File: src/rtl/sum_accumulator_pkg.sv
// Shared types and default sizing for the sum accumulator and its beat counter.
package sum_accumulator_pkg;

    typedef enum logic {
        ACCUM = 1'b0,
        HOLD  = 1'b1
    } state_t;

    localparam int DEF_WIDTH     = 8;
    localparam int DEF_COUNT     = 4;
    localparam int DEF_ACC_WIDTH = 10;

    // Counter width that still works for a single-beat frame.
    function automatic int cnt_width(input int count);
        return (count > 1) ? $clog2(count) : 1;
    endfunction

endpackage

File: src/rtl/sum_accumulator_beat_counter.sv
// Counts accepted beats within a frame and flags the final beat.
module beat_counter
    import sum_accumulator_pkg::*;
#(
    parameter int COUNT = DEF_COUNT,
    parameter int CW    = cnt_width(COUNT)
) (
    input  logic          clk,
    input  logic          rst_n,
    input  logic          clr,
    input  logic          inc,
    output logic [CW-1:0] cnt,
    output logic          last
);

    localparam logic [CW-1:0] LAST_CNT = CW'(COUNT - 1);

    assign last = (cnt == LAST_CNT);

    always_ff @(posedge clk or negedge rst_n) begin
        if (!rst_n) begin
            cnt <= '0;
        end else if (clr) begin
            cnt <= '0;
        end else if (inc) begin
            cnt <= last ? '0 : cnt + 1'b1;
        end
    end

endmodule

File: src/rtl/sum_accumulator.sv
// Accumulates COUNT input beats into one widened total and holds it on a
// valid/ready output until taken. A beat or a result transfers only on a
// rising edge where that port's valid and ready are both high.
module sum_accumulator
    import sum_accumulator_pkg::*;
#(
    parameter int WIDTH     = DEF_WIDTH,
    parameter int COUNT     = DEF_COUNT,
    parameter int ACC_WIDTH = DEF_ACC_WIDTH
) (
    input  logic                 clk,
    input  logic                 rst_n,
    input  logic                 clear,
    input  logic                 in_valid,
    output logic                 in_ready,
    input  logic [WIDTH-1:0]     in_data,
    output logic                 out_valid,
    input  logic                 out_ready,
    output logic [ACC_WIDTH-1:0] out_data
);

    localparam int CW = cnt_width(COUNT);

    state_t               state;
    logic [ACC_WIDTH-1:0] acc;
    logic [ACC_WIDTH-1:0] beat_ext;
    logic [CW-1:0]        cnt;
    logic                 last;
    logic                 accept;

    assign in_ready = (state == ACCUM);
    assign beat_ext = ACC_WIDTH'(in_data);
    // A beat offered alongside clear is dropped, so it must not advance the count.
    assign accept   = in_valid & in_ready & ~clear;

    beat_counter #(
        .COUNT (COUNT),
        .CW    (CW)
    ) u_beat_counter (
        .clk   (clk),
        .rst_n (rst_n),
        .clr   (clear),
        .inc   (accept),
        .cnt   (cnt),
        .last  (last)
    );

    always_ff @(posedge clk or negedge rst_n) begin
        if (!rst_n) begin
            state     <= ACCUM;
            acc       <= '0;
            out_valid <= 1'b0;
            out_data  <= '0;
        end else if (clear) begin
            state     <= ACCUM;
            acc       <= '0;
            out_valid <= 1'b0;
        end else begin
            case (state)
                ACCUM: begin
                    if (accept) begin
                        if (last) begin
                            out_data  <= acc + beat_ext;
                            out_valid <= 1'b1;
                            state     <= HOLD;
                            acc       <= '0;
                        end else begin
                            acc <= acc + beat_ext;
                        end
                    end
                end
                HOLD: begin
                    if (out_ready) begin
                        out_valid <= 1'b0;
                        state     <= ACCUM;
                    end
                end
                default: state <= ACCUM;
            endcase
        end
    end

endmodule

File: config.mk
export PLATFORM = sky130hd
export DESIGN_NAME = sum_accumulator
export DESIGN_NICKNAME = d
export VERILOG_FILES = /design/src/rtl/sum_accumulator_pkg.sv /design/src/rtl/sum_accumulator_beat_counter.sv /design/src/rtl/sum_accumulator.sv
export SDC_FILE = /design/constraint.sdc
export NUM_CORES = 1
export LEC_CHECK = 0
export BUFFER_PORTS_ARGS = -buffer_cell sky130_fd_sc_hd__buf_2
export CAP_MARGIN = 20
export CORE_UTILIZATION = 45
export DETAILED_ROUTE_END_ITERATION = 6
export PLACE_DENSITY_LB_ADDON = 0.15
export SLEW_MARGIN = 5
export SYNTH_ARGS = -nofsm -noshare
export SYNTH_HDL_FRONTEND = slang
export SYNTH_SLANG_ARGS = --single-unit
File: constraint.sdc
create_clock -name clk -period 2.6 [get_ports clk]
set_input_delay 0 -clock clk [delete_from_list [all_inputs] [get_ports clk]]
set_output_delay 0 -clock clk [all_outputs]
set_load 0.02 [all_outputs]
* Word-level counts from Yosys, hierarchy flattened
Index checks and enable logic that the tools add are counted.
** Storage, ports and cells
- Register bits :: 24
- Input bits :: 13
- Output and inout port bits :: 12
- Word-level logic and storage cells :: 37
** Operators by class
- $add $sub $neg :: 2
- Equal/unequal tests :: 5
- Muxes and demuxes :: 17
- Bitwise gates (word level) :: 4
- Reduce and logical (&&, ||, !) cells :: 4
** Operators with widths (count)
- 10-bit 2-to-1 mux :: 4
- 10-bit by 8-bit adder with 10-bit output :: 1
- 1-bit 2-to-1 mux :: 8
- 2-bit 2-to-1 mux :: 3
- 3-bit by 2-bit != test with 1-bit output, second input constant :: 2
- 1-bit one-hot mux with 2 select lines :: 2
- 4-bit AND reduction :: 1
- 3-bit != test, second input constant :: 1
- 3-bit AND reduction :: 1
- 2-bit by 1-bit adder with 2-bit output, second input constant :: 1
- 1-bit bitwise AND :: 2
- 2-bit equality test, second input constant :: 1
- 2-bit != test, second input constant :: 1
- 1-bit NOT :: 2
- 2-bit AND reduction :: 1
- 2-bit nonzero test :: 1

* Depth between registers and ports, before layout
- Word-level depth :: 6
- Gate-level depth with buffers :: 8
- Gate-level depth less buffers :: 8

* Modules after synthesis
Synthesis repeated with hierarchy kept, for this count alone.
** Unflattened totals
- Cell total of the unflattened synthesis :: 126
- Area, all modules :: 1381.3 um^2
** By module, submodules not included
- sum_accumulator :: instances 1, cells each 118, area an instance 1281.2 um^2, seq. area each 550.5 um^2
- beat_counter :: instances 1, cells each 8, area an instance 100.1 um^2, seq. area each 50.0 um^2

* Worst setup path after synthesis
OpenSTA, ideal clock, no wires.
- Kind :: flip-flop to flip-flop
- From :: reg acc[4]
- To :: reg out_data[9]
- Setup time :: 0.126 ns
- Arrival :: 1.687 ns
- Required time :: 2.474 ns
- Setup slack :: 0.787 ns
- Stages on the path, launching flop included :: 7
- Path buffers :: 0
- Clock period less this slack :: 1.813 ns
- Cells stage by stage :: dfrtp_1 -> ha_1 -> a21o_2 -> a31o_2 -> o2111ai_1 -> mux2i_1 -> nand2_1
** On the way
- Word-level cells in the longest chain between the ends :: 1
** Ends and longest elaborated chain
- start, declared :: line sum_accumulator.sv:25 : logic [ACC_WIDTH-1:0] acc;
- start signal, assigned :: line sum_accumulator.sv:68 : acc <= acc + beat_ext;
- 10-bit by 8-bit adder with 10-bit output :: line sum_accumulator.sv:63 : out_data <= acc + beat_ext;
- end signal, assigned :: line sum_accumulator.sv:63
- end, declared :: line sum_accumulator.sv:19 : output logic [ACC_WIDTH-1:0] out_data
Every way passes these cells.
A chain may end at the register's enable or synchronous reset.

* Worst setup path after layout
- From :: reg u_beat_counter.cnt[0]
- To :: reg state
** On the way
- Word-level cells in the longest chain between the ends :: 5
** Ends and longest elaborated chain
- start, declared :: line sum_accumulator_beat_counter.sv:12 : output logic [CW-1:0] cnt,
- start signal, assigned :: line sum_accumulator_beat_counter.sv:26 : cnt <= last ? '0 : cnt + 1'b1;
- 2-bit equality test :: line sum_accumulator_beat_counter.sv:18 : assign last = (cnt == LAST_CNT);
- 1-bit 2-to-1 mux :: line sum_accumulator.sv:62 : if (last) begin
- 1-bit 2-to-1 mux :: line sum_accumulator.sv:61 : if (accept) begin
- 1-bit one-hot mux with 2 select lines :: line sum_accumulator.sv:59 : case (state)
- 1-bit 2-to-1 mux :: line sum_accumulator.sv:54 : end else if (clear) begin
- end signal, assigned :: line sum_accumulator.sv:50 : state <= ACCUM;
- end signal, assigned :: line sum_accumulator.sv:55 : state <= ACCUM;
- end signal, assigned :: line sum_accumulator.sv:65 : state <= HOLD;
- end, declared :: line sum_accumulator.sv:24 : state_t state;
Every way passes these cells.

==> flow_summary.toml <==
[drt]
drc = 6
via_count = 1124
wl_mm = 2.819
drt-initial-drc-count = 54
viasPerCell = 5.564
postRouteAntennaNets = 0
dr.pass1.iters = 6
avgRoutedWirePerCell_um = 13.96

[setup_path]
crit_path_start_kind = "register"
r2r_end = "state$_DFF_PN0_"
cp-startpoint = "u_beat_counter.cnt[0]$_DFFE_PN0P_"
cp-endpoint = "state$_DFF_PN0_"
cp.required_ns = 2.82
path_max_fanout = 19
crit_path_end_kind = "register"
rrSetupSlack_ns = 0.54
reg2reg_depth = 4
rr_startpoint = "u_beat_counter.cnt[0]$_DFFE_PN0P_"
arrival_ns = 2.28
crit_type = "reg2reg"

[min_path]
hp-class = "in2reg"

[clock_network]
clk_pin_slew_ns = 0.13
htree_levels = 1
cts_sinks = 24
clk_path_buf_depth = 2
clk_latency_ns = 0.33
cts_made_buffers = 3
cts_root_buf = "clkbuf_4"
post_cts_resized = 0
cts_tree = "yes"

[cells_and_area]
antenna_cells = 0
fill_cells = 270
seq_area_um2 = 600.6
nNetsFinal = 195
area_growth_pct = 17.02
fin_area_um2 = 1592
multi_input_area_um2 = 701.9
mostFrequentLayoutCells = "dfrtp_1 (24), buf_2 (24), nand2_1 (18)"
layout-drive-gt1-share_pct = 19.30
finish.utilization_pct = 56.74

[global_route]
grt_max_degree = 25
grt_pass1_wl_mm = 4.857
track_usage_pct = 19.37
grt_remaining_overflow = 0
grt_pass1_vias = 1129
antenna_found_initial = 0

[synth]
ys_warn_count = 0
syn_area_um2 = 1360
ys_seq_elements = 24
syn_inst = 143
synth.distinct_cells = 37
syn-num-nets = 166
ys_seq_area_share_pct = 44.16
syn_avg_cell_area_um2 = 9.511

[sta]
final.setup.worst_slack_ns = 0.5406
fin_crit_sh_pct = 79.21
max_freq_mhz = 485.6
rsz0062_at_grt = "no"
slew_headroom_pct = 51.66
worst_pin_slew_ns = 0.7235
min_period_ns = 2.059
finalHoldViolations = 0
slew_violations = 0
final.setup_skew_ns = 0.009662
fin_tns_setup_ns = 0
setup_viol = 0

[floorplan]
initial_core_util_pct = 48.48
fp.dieArea_um2 = 3246
io_pins = 25
fp.dieH_um = 56.98
core_um2 = 2805
rows = 19
die_w_um = 56.98

[job]
maxCapViolCount = 0

[power]
power_uw = 1017
powerDensity_nw_per_um2 = 639.2
peakVddDrop_mv = 0.2984
p_leak_uw = 0.0008087

[placement]
place_area_um2 = 1499
pre_cts_slack_ns = 0.5767
post-dp-hpwl_mm = 2.038
finalWeightedCongestion = 0.7813
portBuffers = 24

[status]
status = "finished with violations"
violations = "design-rule violations"
## synthesized netlist by cell type
master,instances,area share [%]
nor2b_1,2,0.92
a2111o_1,1,0.83
xor2_1,4,2.6
nand4_1,2,0.92
xnor2_1,2,1.3
fa_1,1,1.5
or3b_1,1,0.64
a21o_2,1,0.64
a22oi_1,1,0.55
nand2b_1,2,0.92
a31o_2,1,0.64
o21ai_0,16,5.9
mux2i_1,3,2.2
and3_1,2,0.92
buf_6,1,0.83
o2111ai_1,1,0.64
a22o_1,3,1.9
nor4_1,1,0.46
mux2_2,1,0.83
o31ai_1,1,0.55
a21oi_1,7,2.6
ha_1,9,8.3
nand3_1,3,1.1
nand2_1,18,5.0
nor3_1,4,1.5
dfrtp_1,24,44
inv_1,8,2.2
o21bai_1,1,0.55
a221oi_1,1,0.64
or3_1,2,0.92
clkbuf_1,3,0.83
o211ai_1,2,1.1
o21a_1,2,1.1
nand2b_4,1,1.0
nor2_1,9,2.5
buf_2,1,0.37
nor3b_1,1,0.55
## registers in the layout, indices dropped and copies added (netlist names)
register and count:
state 1, out_valid 1, u_beat_counter.cnt 2, acc 10, out_data 10
## power breakdown
| part | total (uW) | internal [uW] | switching, uW |
|---|---|---|---|
| registers | 451 | 423 | 27.9 |
| logic | 290 | 117 | 174 |
| clock network | 276 | 156 | 120 |
| total | 1020 | 696 | 321 |
## worst min-delay path by stage
stage          cells past startpoint  slack (ns)       start                      end
6_report                           4        0.03  in_data[0]  out_data[0]$_DFFE_PN0P_
5_1_grt                            4        0.05  in_data[0]  out_data[0]$_DFFE_PN0P_
4_1_cts                            4        0.03  in_data[0]  out_data[0]$_DFFE_PN0P_
3_5_place_dp                       1        0.02       rst_n  out_data[4]$_DFFE_PN0P_
3_3_place_gp                       1        0.02       rst_n  out_data[4]$_DFFE_PN0P_
2_1_floorplan                      0       -0.30       rst_n       acc[0]$_DFFE_PN0P_
## layer usage
layer  up-vias  GRT usage [%]  wire length [um]
met4         0          7.666                38
met1       540          24.71              1322
li1        563              -                 -
met3         4          2.948                84
met2        17          33.11              1375
met5         -              0                 0
## area by class of cell
class | count | share of cell area (%)
multi-input combinational | 106 | 44.10
inverter | 8 | 1.887
sequential | 24 | 37.74
tap | 31 | 2.437
clock buffer | 3 | 1.415
timing repair buffer | 29 | 10.53
clock inverter | 1 | 1.887
## repair_timing
action | 4_1_cts | 5_1_grt
endpoints found under the hold margin | 27 | 0
buffers inserted | 0 | 0
hold buffers | 4 | 0
## logic make-up (layout without fill, tap and decap cells)
family / count (synthesis) / in the layout / share of synthesized area [%]
compound gates: 38 / 38 / 17.66
buf+inv: 13 / 41 / 4.231
mux: 4 / 4 / 3.036
simple gates: 48 / 48 / 17.29
flops: 24 / 24 / 44.16
fa+ha+maj: 10 / 10 / 9.752
xor+xnor: 6 / 6 / 3.864
## through the flow
stage | hold slack (ns) | instances
2_1_floorplan | -0.2956 | 143
3_3_place_gp | 0.01983 | 194
3_5_place_dp | 0.01937 | 194
4_1_cts | 0.02754 | 202
5_1_grt | 0.04547 | 202
6_report | 0.02869 | 202
## worst max-delay path, cell delays in order (launching register included)
cell and delay (ns):
dfrtp_1 0.41, ha_1 0.23, or3b_1 0.56, o31ai_1 0.15, dlygate4sd3_1 0.59
Note: power is estimated with default switching activity, not from simulation.
